## src/rtl/cpu_types_pkg.sv

```systemverilog
//------------------------------------------------------------------------------
// Module      : cpu_types_pkg
// Description : Shared CPU datapath types (register index, primary opcode).
// Revision    : 1.0 - initial release
//------------------------------------------------------------------------------
`default_nettype none

package cpu_types_pkg;

  typedef logic [4:0] regbits_t;

  typedef enum logic [5:0] {
    OP_RTYPE = 6'h00,
    OP_ADDIU = 6'h09,
    OP_LW    = 6'h23,
    OP_SW    = 6'h2B,
    OP_LL    = 6'h30
  } opcode_t;

endpackage

`default_nettype wire

```

## src/rtl/fwd_hazard_scoreboard_pkg.sv

```systemverilog
//------------------------------------------------------------------------------
// Module      : fwd_scoreboard_pkg
// Description : Scoreboard entry, stall FSM state and select encodings.
// Revision    : 1.0 - initial release
//------------------------------------------------------------------------------
`default_nettype none

package fwd_scoreboard_pkg;

  import cpu_types_pkg::*;

  typedef struct packed {
    logic     valid;
    logic     wen;
    regbits_t wsel;
    logic     is_load;
  } sb_entry_t;

  typedef enum logic [0:0] {
    IDLE  = 1'b0,
    STALL = 1'b1
  } stall_state_t;

  localparam int FWD_RF = 0;
  localparam int REG_W  = 5;
  localparam int CNT_W  = 3;

endpackage

`default_nettype wire

```

## src/rtl/fwd_hazard_scoreboard_prio_match.sv

```systemverilog
//------------------------------------------------------------------------------
// Module      : fwd_prio_match
// Description : One EX operand against the post-EX producers; youngest wins.
// Revision    : 1.0 - initial release
//------------------------------------------------------------------------------
`default_nettype none

module fwd_prio_match
  import cpu_types_pkg::*;
  import fwd_scoreboard_pkg::*;
#(
  parameter int FWD_DEPTH = 2,
  parameter int SEL_W     = $clog2(FWD_DEPTH + 1)
) (
  input  sb_entry_t [FWD_DEPTH:1] producers,
  input  regbits_t                src,
  input  logic                    used,
  output logic [SEL_W-1:0]        sel
);

  logic w_unused_load;

  // Oldest-to-youngest scan so the nearest producer overrides.
  always_comb begin
    sel           = SEL_W'(FWD_RF);
    w_unused_load = 1'b0;
    for (int k = FWD_DEPTH; k >= 1; k--) begin
      w_unused_load = w_unused_load ^ producers[k].is_load;
      if (producers[k].valid && producers[k].wen &&
          (producers[k].wsel == src) && (src != '0) && used) begin
        sel = SEL_W'(k);
      end
    end
  end

endmodule

`default_nettype wire

```

## src/rtl/fwd_hazard_scoreboard.sv

```systemverilog
//------------------------------------------------------------------------------
// Module      : fwd_hazard_scoreboard
// Description : In-flight writer scoreboard driving EX forwarding and load-use stall.
// Revision    : 1.0 - initial release
//------------------------------------------------------------------------------
`default_nettype none

module fwd_hazard_scoreboard
  import cpu_types_pkg::*;
  import fwd_scoreboard_pkg::*;
#(
  parameter int NUM_SRC        = 2,
  parameter int FWD_DEPTH      = 2,
  parameter int LOAD_USE_STALL = 1,
  parameter int SEL_W          = $clog2(FWD_DEPTH + 1)
) (
  input  logic                     CLK,
  input  logic                     nRST,
  input  logic                     issue_valid,
  input  logic                     issue_wen,
  input  logic [4:0]               issue_wsel,
  input  logic                     issue_is_load,
  input  logic [NUM_SRC*5-1:0]     id_src,
  input  logic [NUM_SRC-1:0]       id_src_used,
  input  logic                     stall_in,
  input  logic                     flush,
  output logic [NUM_SRC*SEL_W-1:0] fwd_sel,
  output logic                     hazard_stall,
  output logic                     ex_entry_valid
);

  sb_entry_t [FWD_DEPTH:0]      r_entry;
  logic [NUM_SRC*REG_W-1:0]     r_ex_src;
  logic [NUM_SRC-1:0]           r_ex_used;
  stall_state_t                 r_state;
  stall_state_t                 w_state_nxt;
  logic [CNT_W-1:0]             r_cnt;
  logic [CNT_W-1:0]             w_cnt_nxt;
  logic                         w_adv;
  logic                         w_hit;
  logic                         w_accept;

  assign w_adv          = !stall_in;
  assign w_accept       = issue_valid && !hazard_stall && !flush;
  assign ex_entry_valid = r_entry[0].valid;

  always_comb begin
    w_hit = 1'b0;
    for (int i = 0; i < NUM_SRC; i++) begin
      if (id_src_used[i] && issue_valid && (id_src[i*REG_W +: REG_W] != '0) &&
          r_entry[0].valid && r_entry[0].is_load && r_entry[0].wen &&
          (r_entry[0].wsel == id_src[i*REG_W +: REG_W])) begin
        w_hit = 1'b1;
      end
    end
  end

  // Flush overrides any stall in progress; nothing moves while stall_in is high.
  always_comb begin
    w_state_nxt  = r_state;
    w_cnt_nxt    = r_cnt;
    hazard_stall = (r_state == STALL) || w_hit;
    if (w_adv) begin
      if (flush) begin
        w_state_nxt = IDLE;
        w_cnt_nxt   = '0;
      end else begin
        case (r_state)
          IDLE: begin
            if (w_hit && (LOAD_USE_STALL > 1)) begin
              w_state_nxt = STALL;
              w_cnt_nxt   = CNT_W'(LOAD_USE_STALL - 1);
            end
          end
          STALL: begin
            w_cnt_nxt = r_cnt - CNT_W'(1);
            if (r_cnt <= CNT_W'(1)) begin
              w_state_nxt = IDLE;
            end
          end
          default: w_state_nxt = IDLE;
        endcase
      end
    end
  end

  always_ff @(posedge CLK or negedge nRST) begin
    if (!nRST) begin
      r_state <= IDLE;
      r_cnt   <= '0;
    end else begin
      r_state <= w_state_nxt;
      r_cnt   <= w_cnt_nxt;
    end
  end

  always_ff @(posedge CLK or negedge nRST) begin
    if (!nRST) begin
      r_entry   <= '0;
      r_ex_src  <= '0;
      r_ex_used <= '0;
    end else if (w_adv) begin
      r_entry[FWD_DEPTH:1] <= r_entry[FWD_DEPTH-1:0];
      if (w_accept) begin
        r_entry[0] <= '{valid: 1'b1, wen: issue_wen, wsel: issue_wsel, is_load: issue_is_load};
        r_ex_src   <= id_src;
        r_ex_used  <= id_src_used;
      end else begin
        r_entry[0] <= '0;
        r_ex_used  <= '0;
      end
    end
  end

  generate
    for (genvar i = 0; i < NUM_SRC; i++) begin : g_src
      fwd_prio_match #(
        .FWD_DEPTH (FWD_DEPTH),
        .SEL_W     (SEL_W)
      ) u_match (
        .producers (r_entry[FWD_DEPTH:1]),
        .src       (r_ex_src[i*REG_W +: REG_W]),
        .used      (r_ex_used[i]),
        .sel       (fwd_sel[i*SEL_W +: SEL_W])
      );
    end
  endgenerate

endmodule

`default_nettype wire

```

## config.mk

```make
export PLATFORM = sky130hd
export DESIGN_NAME = fwd_hazard_scoreboard
export DESIGN_NICKNAME = d
export VERILOG_FILES = /design/src/rtl/cpu_types_pkg.sv /design/src/rtl/fwd_hazard_scoreboard_pkg.sv /design/src/rtl/fwd_hazard_scoreboard_prio_match.sv /design/src/rtl/fwd_hazard_scoreboard.sv
export SDC_FILE = /design/constraint.sdc
export NUM_CORES = 1
export LEC_CHECK = 0
export ABC_AREA = 1
export CAP_MARGIN = 20
export CELL_PAD_IN_SITES_DETAIL_PLACEMENT = 0
export CELL_PAD_IN_SITES_GLOBAL_PLACEMENT = 1
export CORE_ASPECT_RATIO = 0.8
export CORE_MARGIN = 5
export CORE_UTILIZATION = 36
export DETAILED_ROUTE_END_ITERATION = 8
export GPL_ROUTABILITY_DRIVEN = 0
export PLACE_DENSITY = 0.73
export SLEW_MARGIN = 15
export SYNTH_ARGS = -nofsm -noshare
export SYNTH_HDL_FRONTEND = slang
export SYNTH_HIERARCHICAL = 1
export SYNTH_SLANG_ARGS = --single-unit
```

## constraint.sdc

```tcl
create_clock -name CLK -period 1.5 [get_ports CLK]
set_input_delay 0.375 -clock CLK [delete_from_list [all_inputs] [get_ports CLK]]
set_output_delay 0.375 -clock CLK [all_outputs]
set_load 0.05 [all_outputs]
```

After elaboration in Yosys (flattened, before gate mapping)

Index checks and enable logic that the tools add are counted.

Register bits: 38
Word-level logic and storage cells: 74

Add/subtract/negate cells: 1
Order comparisons: 1
Equal/unequal tests: 6
Multiplexer cells: 13
Bitwise logic cells: 1
Reduce and logical (&&, ||, !) cells: 38

Operator list:

| cell                  | number |
|---|---|
| $eq A5 B5 Y1          | 6 |
| $logic_and A1 B1 Y1   | 28 |
| $reduce_bool A5 Y1    | 4 |
| $mux W2               | 5 |
| $mux W8               | 1 |
| $mux W3               | 2 |
| $mux W1               | 5 |
| $reduce_and A2 Y1     | 2 |
| $le A3 B1 Y1 const B  | 1 |
| $sub A3 B1 Y3 const B | 1 |
| $logic_not A1 Y1      | 2 |
| $reduce_bool A2 Y1    | 1 |
| $logic_or A1 B1 Y1    | 1 |
| $not A1 Y1            | 1 |

Logic depth before layout (Yosys ltp)

Gate-level depths: netlist of the first run.

Depth in word-level cells: 13
Gate-level depth with buffers: 12
Depth with buffers taken out: 11

By module

Netlist of the first run, hierarchy kept.

Modules (own cells, without submodules):

| module                | instances | cells an instance | area each (um2) | sequential area each (um2) |
|---|---|---|---|---|
| fwd_hazard_scoreboard | 1         | 253               | 1,983.2         | 1,001.0 |
| fwd_prio_match        | 2         | 53                | 230.2           | 0.0 |

Worst setup path before layout of the first run

Ideal clock, no wire load.

Kind: reg-to-output
Start: register r_entry (netlist bit ex_entry_valid)
End: output hazard_stall
Arrival time: 1.544 ns
Data required time: 1.125 ns
Slack: -0.419 ns
Cell stages (with the launch flop): 6
Path buffers: 1
Cell sequence: dfrtp_1 -> inv_1 -> nor3_1 -> nand2_2 -> buf_6 -> nand2_1

Longest elaborated chain between the ends: 7
Elaborated cells between the ends (all ways): 11
Those cells by class: mux: 2; reduce/logical: 9

Ends and longest elaborated chain:

| what                              | RTL line                     | RTL |
|---|---|---|
| start, declared                   | fwd_hazard_scoreboard.sv:32  | `sb_entry_t [FWD_DEPTH:0] r_entry;` |
| start signal, assigned by index   | fwd_hazard_scoreboard.sv:103 | `r_entry[FWD_DEPTH:1] <= r_entry[FWD_DEPTH-1:0];` |
| $logic_and A1 B1 Y1               | fwd_hazard_scoreboard.sv:50  | `if (id_src_used[i] && issue_valid && (id_src[i*REG_W +: REG_W] != '0) &&` |
| $logic_and A1 B1 Y1 (3 in series) | fwd_hazard_scoreboard.sv:51  | `r_entry[0].valid && r_entry[0].is_load && r_entry[0].wen &&` |
| $mux W1                           | fwd_hazard_scoreboard.sv:50  |  |
| $mux W1 (*)                       | fwd_hazard_scoreboard.sv:50  |  |
| $logic_or A1 B1 Y1 (*)            | fwd_hazard_scoreboard.sv:62  | `hazard_stall = (r_state == STALL) \|\| w_hit;` |
| end, declared                     | fwd_hazard_scoreboard.sv:28  | `output logic hazard_stall,` |

Mark *: on every way between the ends. The rest lies on a longest branch, timed or not.

Worst setup path after layout of the first run

Start: register r_entry[3] in the netlist's numbering
End: output hazard_stall

Longest elaborated chain between the ends: 5
Elaborated cells between the ends (all ways): 7
Those cells by class: eq/ne: 2; mux: 2; reduce/logical: 3

Ends and longest elaborated chain:

| what                   | RTL line                    | RTL |
|---|---|---|
| $eq A5 B5 Y1           | fwd_hazard_scoreboard.sv:52 | `(r_entry[0].wsel == id_src[i*REG_W +: REG_W])) begin` |
| $logic_and A1 B1 Y1    | fwd_hazard_scoreboard.sv:51 |  |
| $mux W1                | fwd_hazard_scoreboard.sv:50 |  |
| $mux W1 (*)            | fwd_hazard_scoreboard.sv:50 |  |
| $logic_or A1 B1 Y1 (*) | fwd_hazard_scoreboard.sv:62 |  |

Marked as above.

==> results of run 1 <==
==> final timing paths <==
| check | endpoint | cells past startpoint | slack, ns | from |
|---|---|---|---|---|
| max in group asynchronous | r_entry[10] | 2 | 1.25 | nRST |
| min in group CLK | r_entry[6] | 2 | 0.50 | r_entry[6] |
| min reg2reg | r_entry[6] | 2 | 0.50 | r_entry[6] |
| min | r_entry[6] | 2 | 0.03 | nRST |
| max reg2reg | r_entry[6] | 12 | -0.26 | r_entry[3] |
| max | hazard_stall | 9 | -0.38 | r_entry[3] |
==> metrics by stage <==
step	utilization, %	cells	setup WS (ns)
after global routing	54.1	517	-0.482
after global placement	48.4	494	-0.595
final	54.1	517	-0.376
after CTS	52.7	512	-0.434
after detailed placement	48.4	494	-0.598
after floorplan	-	352	-0.0536
==> power by group <==
group	internal, mW	switching, mW	leakage, nW
clock network	0.667	0.392	0.0683
registers	1.15	0.151	0.488
logic	0.373	0.396	1.20
==> layout by cell type, fill, tap and decap left out <==
| cell | count |
|---|---|
| sky130_fd_sc_hd__bufinv_16 | 2 |
| sky130_fd_sc_hd__nor3_1 | 1 |
| sky130_fd_sc_hd__xor2_1 | 3 |
| sky130_fd_sc_hd__xnor2_1 | 8 |
| sky130_fd_sc_hd__inv_1 | 31 |
| sky130_fd_sc_hd__nor2_1 | 26 |
| sky130_fd_sc_hd__nand3_4 | 2 |
| sky130_fd_sc_hd__a21oi_2 | 2 |
| sky130_fd_sc_hd__o21ai_0 | 10 |
| sky130_fd_sc_hd__nor2_2 | 4 |
| sky130_fd_sc_hd__clkinv_4 | 1 |
| sky130_fd_sc_hd__nand2_1 | 144 |
| sky130_fd_sc_hd__buf_12 | 8 |
| sky130_fd_sc_hd__nand3_1 | 19 |
| sky130_fd_sc_hd__buf_4 | 46 |
| sky130_fd_sc_hd__nand4_1 | 5 |
| sky130_fd_sc_hd__nand3_2 | 8 |
| sky130_fd_sc_hd__clkbuf_8 | 5 |
| sky130_fd_sc_hd__buf_2 | 1 |
| sky130_fd_sc_hd__nand2_2 | 10 |
| sky130_fd_sc_hd__dfrtp_1 | 28 |
| sky130_fd_sc_hd__nand2_8 | 1 |
| sky130_fd_sc_hd__o31ai_1 | 1 |
| sky130_fd_sc_hd__dfrtp_2 | 10 |
| sky130_fd_sc_hd__inv_2 | 18 |
| sky130_fd_sc_hd__bufbuf_16 | 1 |
| sky130_fd_sc_hd__buf_6 | 3 |
| sky130_fd_sc_hd__ha_1 | 2 |
| sky130_fd_sc_hd__nor3_2 | 1 |
| sky130_fd_sc_hd__clkdlybuf4s50_1 | 9 |
| sky130_fd_sc_hd__dlygate4sd2_1 | 13 |
| sky130_fd_sc_hd__nor2_4 | 4 |
| sky130_fd_sc_hd__xnor2_2 | 1 |
| sky130_fd_sc_hd__buf_8 | 1 |
| sky130_fd_sc_hd__a21oi_1 | 4 |
==> layout make-up <==
cell class	count	area, um^2
multi-input combinational	256	1280
clock inverter	3	68.8
timing repair buffer	82	796
fill	624	2940
inverter	49	184
clock buffer	5	68.8
sequential	38	963
tap	84	105
==> worst max-delay path: cells and delay by family (launching register included) <==
family	cells	cell delay (ns)
buffers and inverters	2	0.18
DFF	1	0.43
and+or+nand+nor	7	0.61
==> registers in the layout (all words and copies together), names as in the netlist <==
| signal | count |
|---|---|
| r_entry | 21 |
| ex_entry_valid | 1 |
| r_ex_used | 2 |
| r_cnt | 3 |
| r_state | 1 |
| r_ex_src | 10 |
==> routing by layer <==
metal  GRT usage (%)  up-vias  share of wire, %
met5               0        -                 0
met4            2.83        0              0.41
met3            2.94        2               3.2
met2            26.3       34                46
met1            22.6     1017                50
li1                -     1232                 -
==> what timing repair did <==
item,4_1_cts,5_1_grt
gates resized for setup,32,19
hold buffers,0,0
setup buffers,8,5
gates cloned,2,1
pin swaps,22,15
endpoints found under the setup margin,25,27
==> run summary, run 1 <==
The flow ran to the end, but the final reports show violations. The final reports fail on negative setup slack. The number of hold violations in the final report came out at 0.

The run gives 6.31 mm as the aggregate routed wire length. The largest single stage delay on the critical path is 0.43 ns. The run gives -4.68 ns as the sum of negative setup slack. Clock tree synthesis inserted a total of 5 buffers.

For the worst-skew pair, the clock arrives at the later sink with an insertion delay of 0.29 ns. For the diode insertion count for antenna repair, the log shows 0. The cell area after technology mapping was 2370 um^2; the global-route total usage across every layer was 16.1%.

Across the VDD grid, the largest voltage drop is 498 uV. The initial detailed-routing violation count was 60. After global routing the overflow that remains totals 0. The via count of the first global-routing pass was 2196; the clock skew after layout was 0.00592 ns. The worst-case headroom to the max-slew limit was 80.5%; the post-route minimum period was 1.88 ns. For this run, the detailed router's first-pass iteration total came to 4.

The floorplan row count came out at 26. Max-cap violations in this run came to 0. In the final design database the tool counted 458 nets. The H-tree was split into 2 levels.

Static timing analysis puts the maximum clock frequency at 533 MHz. The data required time at the worst endpoint is 1.12 ns. The worst setup path is launched from a flop. Layout cell share with drive strength beyond 1: 29.8%. Once detail routing completed, the nets flagged for antenna violations numbered 0. Critical path class: flop to output port.

STA classifies the critical path endpoint as an output port. The tree is rooted in a sky130_fd_sc_hd__clkbuf_8. The final max-slew violation count is 0, and the placed wire-length estimate after detailed placement is 4.66 mm. In this run the deepest clock path goes through 2 buffers. The worst hold slack after final layout is 0.0285 ns, and the area growth from synthesis to layout is 46.0%. The logs give 2285 for the total number of vias and 3.12 mW for the total power. The path class of the lowest-slack min-delay path was input pin to asynchronous set/reset pin. The final worst setup slack was -0.376 ns. The critical path goes through inv_2 -> nand2_1 -> nand2_1 -> nor2_1 -> nand4_1 -> nand2_1 -> nand2_2 -> nand2_8 -> buf_12. Actual transition at the worst max-transition pin: 0.293 ns. The vertical extent of the die is 82.6 um, and the clock sink total is 38. Data on the critical path arrives at its endpoint at 1.50 ns. After clock tree synthesis, the clock-pin slew on the worst setup and hold paths is 0.08 ns.

Entering global routing, the biggest net connects 39 pins. For this run, design rule violations remaining after detail routing come to 0. The net count after synthesis is 378, and the wire length per cell is 12.2 um.

Along the worst path, the maximum fanout reaches 4. The power density over the cells was 902 nW/um^2; the initial core utilization was 37.0%. Dividing the final minimum period by the clock period gives 125%.

The slowest stage of the critical path is the sky130_fd_sc_hd__dfrtp_2 cell. Dividing the detail-routed via count by the number of cells gives 4.42. During synthesis, Yosys emitted a total of 6 warnings. Setup violations remaining at the end of the flow were counted as 24. The total leakage power was 1.76 nW; the global-route wire length before repair was 10.4 mm. The core region is 6410 um^2.

The count of input and output buffers came out at 29. The floorplan step set the die width to 101 um. The average instance in the mapped netlist occupies 6.74 um^2. The area of all placed cells without fillers came out at 3470 um^2. In this run the cell area measured after placement is 3100 um^2. The most frequent cell on the critical path is sky130_fd_sc_hd__nand2_1. Setup repair after global routing could not meet its margin everywhere.

The I/O pin count came out at 30. TritonCTS built the clock tree. In the synthesized netlist, the number of instances is 352.

The die covers 8330 um^2. The run gives 0 as the number of antenna violations at the first check in global routing.
Note: power is estimated with default switching activity, not from simulation.
==> run 2, diff against run 1 <==
--- a/config.mk
+++ b/config.mk
@@ -14,6 +14,7 @@
 export CORE_UTILIZATION = 36
 export DETAILED_ROUTE_END_ITERATION = 8
 export GPL_ROUTABILITY_DRIVEN = 0
+export MAX_ROUTING_LAYER = met4
 export PLACE_DENSITY = 0.73
 export SLEW_MARGIN = 15
 export SYNTH_ARGS = -nofsm -noshare
==> run 2 against run 1 <==
Net effect: the flow still finishes with violations (negative setup slack); critical path type unchanged; sequential power hardly changed; utilization grew 0.059 points; largest cell class unchanged; global-route usage up 0.52 points; setup slack got worse by 0.010 ns; power down 0.12%; hold slack about the same; largest power group unchanged; non-clock buffer count increased by 1.
==> run summary, run 2 (synthesis results as in run 1) <==
The placeable core region was 6410 um^2 (unchanged). The critical path is of the flop to output port type. The tools report the aggregate routed wire length as 6.34 mm (+0.36%).

The worst setup path is launched from a flop. The run gives 0.0288 ns (+0.000264 ns) as the worst hold slack after final layout. The layout cell share with drive strength beyond 1 is 30.0% (+0.16 points).

The flow ran to the end, but the final reports show violations. The tree is rooted in a sky130_fd_sc_hd__clkbuf_8. The post-route minimum period was 1.89 ns (+0.0104 ns).

The CTS buffer count was 5 (unchanged). In the final layout, the registers with the most flip-flops are r_entry x21, r_ex_src x10, r_cnt x3. The width of the die was 101 um (unchanged).

Number of nets in the layout: 459 (+0.22%). The tools report the number of remaining DRC errors as 0 (unchanged). The fraction of met3 tracks used by global routing is 3.27% (+0.34 points). The met1 track utilization from global routing is 22.7% (+0.10 points), and the vias per cell is 4.42 (-0.11%).

For the post-placement cell area, the log shows 3100 um^2 (unchanged). Highest clock frequency the design can meet: 530 MHz (-0.55%). Clock skew after layout: 0.00866 ns (+0.00274 ns). The number of hold violations in the final report is 0 (unchanged), and the data arrival time at the worst-slack endpoint is 1.51 ns (about the same). The worst-case headroom to the max-slew limit is 80.5% (about the same), and the iteration count of the initial detailed-routing pass is 4 (unchanged). The power density over the cells is 899 nW/um^2 (-0.23%), and the data required time at the worst endpoint is 1.12 ns (about the same). The final max-slew violation count is 0 (unchanged), and the total leakage power is 1.76 nW (+0.30%). TritonCTS built the clock tree.

The number of cells in the design after placement is 494 (unchanged). Maximum level of the CTS H-tree: 2 (unchanged). The count of input and output buffers works out to 29 (unchanged). The total setup violations reported at the end of the flow is 24 (unchanged).

For the final worst setup slack, the log shows -0.387 ns (-0.0104 ns). The highest net fanout along the worst path came out at 4 (unchanged). For the clock latency at the later pin of the worst-skew pair, the log shows 0.29 ns (about the same). The worst flop-to-flop path endpoint was r_entry[6].

The final reports fail on negative setup slack. Clock slew seen by the registers of the worst setup and hold paths: 0.08 ns (about the same). Actual transition at the worst max-transition pin: 0.293 ns (-0.0000100 ns). Setup repair after global routing could not meet its margin everywhere.

The worst IR drop on VDD is 500 uV (+0.23%). The logs give 2 (unchanged) for the maximum clock path buffer count and 8330 um^2 (unchanged) for the die footprint. For the global-route total usage across every layer, the log shows 16.7% (+0.52 points). The total number of vias came out at 2287 (+0.088%). The tools report the I/O pin count as 30 (unchanged). The global routing's busiest layer was met2. The wire length per cell was 12.2 um (+0.17%). Final clock period utilization by the worst path: 126% (+0.69 points). The remaining global-route overflow is 0 (unchanged). For the non-filler instance count after layout, the log shows 518 (+0.19%).

The initial core utilization is 37.0% (unchanged). From synthesis to final layout, the design area changed by 46.2%. The initial detailed-routing violation count is 81 (+35%). The number of max-cap violations was 0 (unchanged). The sum of negative setup slack was -6.84 ns (-2.16 ns). Total power: 3.12 mW (-0.12%). The number of flip-flops under the largest register name is 21 (unchanged). In this run the critical register-to-register path is launched from r_entry[3]. For the number of antenna violations at the first check in global routing, the log shows 0 (unchanged).

The vertical extent of the die is 82.6 um (unchanged), and the setup slack on the worst flop-to-flop path is -0.36 ns (-0.10 ns). Leaving out fill and tap cells, the most frequent cells in the layout are sky130_fd_sc_hd__nand2_1 (144), sky130_fd_sc_hd__buf_4 (46), sky130_fd_sc_hd__inv_1 (31). The tools report the remaining antenna violation count as 0 (unchanged). Ranked by flip-flop count, first place goes to r_entry. The tools report the placed wire-length estimate after detailed placement as 4.66 mm (unchanged). The run gives 10.4 mm (about the same) as the global-route wire length before repair. The clock sink total was 38 (unchanged); the largest net degree at the start of global routing was 39 (unchanged). The worst-case reg-to-reg path depth is 13 (+1).

Area of all placed cells without fillers: 3470 um^2 (+0.11%). The worst setup path is captured at an output port. The logs give 0 (unchanged) for the diode insertion count for antenna repair and 2188 (-0.36%) for the via count of the first global-routing pass. Path class of the lowest-slack min-delay path: input pin to asynchronous set/reset pin. The fraction of met2 tracks used by global routing came out at 26.3% (unchanged). The tools report the floorplan row count as 26 (unchanged). The most frequent standard cell in the layout excluding fill and tap cells was sky130_fd_sc_hd__nand2_1.
==> run 2: through the flow <==
| stage | worst slack [ns] | util, % |
|---|---|---|
| finish | -0.387 | 54.1 |
| global route | -0.478 | 54.1 |
| CTS | -0.434 | 52.7 |
| detailed placement | -0.598 | 48.4 |
| floorplan | -0.0536 | - |
| global placement | -0.595 | 48.4 |
==> run 2: power by group <==
group          switching [mW]  leakage (nW)  total, mW  internal, mW
combinational           0.396          1.21      0.768         0.372
clock                   0.387        0.0683       1.05         0.667
sequential              0.152         0.488       1.30          1.15
==> run 2: how the worst max path moves through the flow <==
| stage | startpoint | endpoint | slack, ns | depth (start not counted) |
|---|---|---|---|---|
| after floorplan | r_ex_src[4] | fwd_sel[1] | -0.05 | 6 |
| final | r_entry[3] | hazard_stall | -0.39 | 9 |
| after CTS | r_entry[3] | hazard_stall | -0.43 | 8 |
| after detailed placement | id_src[5] | hazard_stall | -0.60 | 10 |
| after global routing | r_entry[4] | hazard_stall | -0.48 | 10 |
| after global placement | id_src[5] | hazard_stall | -0.60 | 10 |
==> run 2: what timing repair did <==
item,4_1_cts,5_1_grt
pin swaps,22,15
gates cloned,2,1
setup buffers,8,5
hold endpoints to repair,0,0
setup endpoints to repair,25,27
hold buffers,0,0
resized for setup,32,18
==> run 2: cell type report <==
class / instances / area, um^2
Fill cell: 619 / 2940
Sequential cell: 38 / 963
Tap cell: 84 / 105
Inverter: 49 / 184
Timing Repair Buffer: 83 / 807
Multi-Input combinational cell: 256 / 1270
Clock inverter: 3 / 68.8
Clock buffer: 5 / 68.8
==> run 2: routing by layer <==
layer,vias to the layer above,part of all wire [%]
li1,1233,-
met1,1022,50
met2,30,46
met3,2,3.0
met4,0,0.39
met5,-,0
==> run 2: worst max-delay path: stages (launching register included) <==
cell	delay [ns]
sky130_fd_sc_hd__dfrtp_2	0.43
sky130_fd_sc_hd__inv_2	0.05
sky130_fd_sc_hd__nand2_1	0.07
sky130_fd_sc_hd__nand2_1	0.06
sky130_fd_sc_hd__nor2_1	0.11
sky130_fd_sc_hd__nand4_1	0.10
sky130_fd_sc_hd__nand2_1	0.10
sky130_fd_sc_hd__nand2_2	0.10
sky130_fd_sc_hd__nand2_8	0.08
sky130_fd_sc_hd__buf_12	0.13
==> run 3, diff against run 2 <==
--- a/config.mk
+++ b/config.mk
@@ -14,6 +14,7 @@
 export CORE_UTILIZATION = 36
 export DETAILED_ROUTE_END_ITERATION = 8
 export GPL_ROUTABILITY_DRIVEN = 0
+export HOLD_SLACK_MARGIN = 0.15
 export MAX_ROUTING_LAYER = met4
 export PLACE_DENSITY = 0.73
 export SLEW_MARGIN = 15
==> run 3 against run 2 <==
Net effect: the flow still finishes with violations (negative setup slack); global-route usage is 0.056 points higher; routed wire length about the same; largest cell class unchanged; utilization increased by 0.16 points; critical path depth is the same; clock power barely moved; setup slack better by 0.0046 ns; sequential power hardly changed; non-clock buffer count is 1 higher.
==> run summary, run 3 (synthesis results as in run 1) <==
The final reports fail on negative setup slack. The tools report the worst hold slack after final layout as 0.497 ns (+0.468 ns). The total power is 3.12 mW (about the same), and the final clock period utilization by the worst path is 125% (-0.31 points). The number of antenna violations at the first check in global routing was 0 (unchanged); the number of flip-flops under the largest register name was 21 (unchanged). The tools report the iteration count of the initial detailed-routing pass as 4 (unchanged). The power density over the cells is 897 nW/um^2 (-0.25%). The initial detailed-routing violation count is 54 (-33%), and the highest clock frequency the design can meet is 531 MHz (+0.25%).

The area growth from synthesis to layout is 46.6%. The total setup violations reported at the end of the flow was 24 (unchanged); the number of cells in the design after placement was 494 (unchanged). The CTS buffer count is 5 (unchanged), and the placeable core region is 6410 um^2 (unchanged). Remaining global-route overflow: 0 (unchanged).

The run gives 30 (unchanged) as the I/O pin count. The tools report the maximum clock path buffer count as 2 (unchanged). Global-route total usage across every layer: 16.7% (+0.056 points). Global-route wire length before repair: 10.4 mm (+0.33%).

Worst IR drop on VDD: 500 uV (about the same). The diode insertion count for antenna repair is 0 (unchanged), and the vertical extent of the die is 82.6 um (unchanged). In the final layout, the registers with the most flip-flops are r_entry x21, r_ex_src x10, r_cnt x3. The data required time at the worst endpoint is 1.12 ns (about the same), and the clock sink total is 38 (unchanged).

The largest net degree at the start of global routing is 39 (unchanged). Counting flops per register, the top entry is r_entry. The vias per cell was 4.39 (-0.54%). The highest net fanout along the worst path works out to 4 (unchanged). The run finished, with violations left. The width of the die was 101 um (unchanged).

The sum of negative setup slack is -6.77 ns (+0.0716 ns), and the layout cell share with drive strength beyond 1 is 29.9% (-0.069 points). The maximum level of the CTS H-tree was 2 (unchanged). Path class of the lowest-slack min-delay path: flop to flop. Setup repair after global routing could not meet its margin everywhere. The tools report the non-filler instance count after layout as 519 (+0.19%). Leaving out fill and tap cells, the most frequent cells in the layout are sky130_fd_sc_hd__nand2_1 (144), sky130_fd_sc_hd__buf_4 (46), sky130_fd_sc_hd__inv_1 (31).

The clock latency at the later pin of the worst-skew pair was 0.29 ns (about the same). The logs give 6.33 mm (about the same) for the aggregate routed wire length and 1.77 nW (+0.24%) for the total leakage power. The critical path is of the flop to output port type.

TritonCTS built the clock tree. The count of input and output buffers is 29 (unchanged). The final worst setup slack was -0.382 ns (+0.00462 ns); the data arrival time at the worst-slack endpoint was 1.51 ns (about the same).

Clock skew after layout: 0.00818 ns (-0.000482 ns). The tools report the remaining antenna violation count as 0 (unchanged). Leaving out fill and tap cells, the most frequent cell in the layout is sky130_fd_sc_hd__nand2_1. The post-route minimum period was 1.88 ns (-0.00462 ns); the via count of the first global-routing pass was 2194 (+0.27%). The number of nets in the layout was 460 (+0.22%); the floorplan row count was 26 (unchanged).

The number of max-cap violations is 0 (unchanged), and the final cell utilization of the core is 54.3% (+0.16 points). STA classifies the critical path endpoint as an output port. The number of remaining DRC errors is 0 (unchanged), and the placed wire-length estimate after detailed placement is 4.66 mm (unchanged).

The number of hold violations in the final report is 0 (unchanged), and the clock slew seen by the registers of the worst setup and hold paths is 0.08 ns (about the same). The die footprint was 8330 um^2 (unchanged). The final max-slew violation count came out at 0 (unchanged).

The root buffer cell chosen for the clock tree is sky130_fd_sc_hd__clkbuf_8. The actual transition at the worst max-transition pin came out at 0.293 ns (-0.00000489 ns). The wire length per cell is 12.2 um (-0.22%). For the worst-case headroom to the max-slew limit, the log shows 80.5% (about the same).

The initial core utilization is 37.0% (unchanged), and the total number of vias is 2279 (-0.35%). The category of the worst setup path launch point is a flop.
[run 3: power by group]
group          switching [mW]  internal (mW)  total (mW)  leakage, nW
clock                   0.387          0.667        1.05       0.0683
sequential              0.151           1.15        1.30        0.488
combinational           0.396          0.374       0.770         1.21
total                   0.934           2.19        3.12         1.77
[run 3: layout make-up]
type / count / area, um^2
sequential: 38 / 963
clock inverter: 3 / 68.8
timing repair buffer: 84 / 817
clock buffer: 5 / 68.8
fill: 618 / 2930
inverter: 49 / 184
multi-input combinational: 256 / 1270
tap: 84 / 105
[run 3: timing repair]
item	4_1_cts	5_1_grt
setup buffers	8	5
gates resized for setup	32	18
hold endpoints to repair	38	0
endpoints found under the setup margin	25	27
cloned	2	1
hold buffers	1	0
pin swaps	22	15
[run 3: path summary, 6_finish.rpt]
check / cells past startpoint / slack (ns) / start / to
setup / recovery: 9 / -0.38 / r_entry[3] / hazard_stall
hold / removal: 2 / 0.50 / r_entry[6] / r_entry[6]
setup reg to reg: 13 / -0.36 / r_entry[3] / r_entry[6]
hold reg to reg: 2 / 0.50 / r_entry[6] / r_entry[6]
max in group asynchronous: 3 / 0.70 / nRST / r_ex_src[1]
min in group asynchronous: 3 / 0.57 / nRST / r_entry[6]
[run 3: layer usage]
layer  GRT usage, %  routed length, um
met1           22.8               3220
met2           26.5               2950
met3           3.27                141
met4           2.42                 25
met5              -                  0
[run 3: through the flow]
stage          setup WS, ns  area (um^2)
3_3_place_gp         -0.595         3100
3_5_place_dp         -0.598         3100
6_report             -0.382         3480
2_1_floorplan       -0.0536         2420
4_1_cts              -0.434         3380
5_1_grt              -0.478         3480
[run 3: critical path, cell delays in order, from the launching register on]
cell                      delay, ns
sky130_fd_sc_hd__dfrtp_2       0.43
sky130_fd_sc_hd__inv_2         0.05
sky130_fd_sc_hd__nand2_1       0.07
sky130_fd_sc_hd__nand2_1       0.06
sky130_fd_sc_hd__nor2_1        0.10
sky130_fd_sc_hd__nand4_1       0.10
sky130_fd_sc_hd__nand2_1       0.10
sky130_fd_sc_hd__nand2_2       0.10
sky130_fd_sc_hd__nand2_8       0.08
sky130_fd_sc_hd__buf_12        0.13
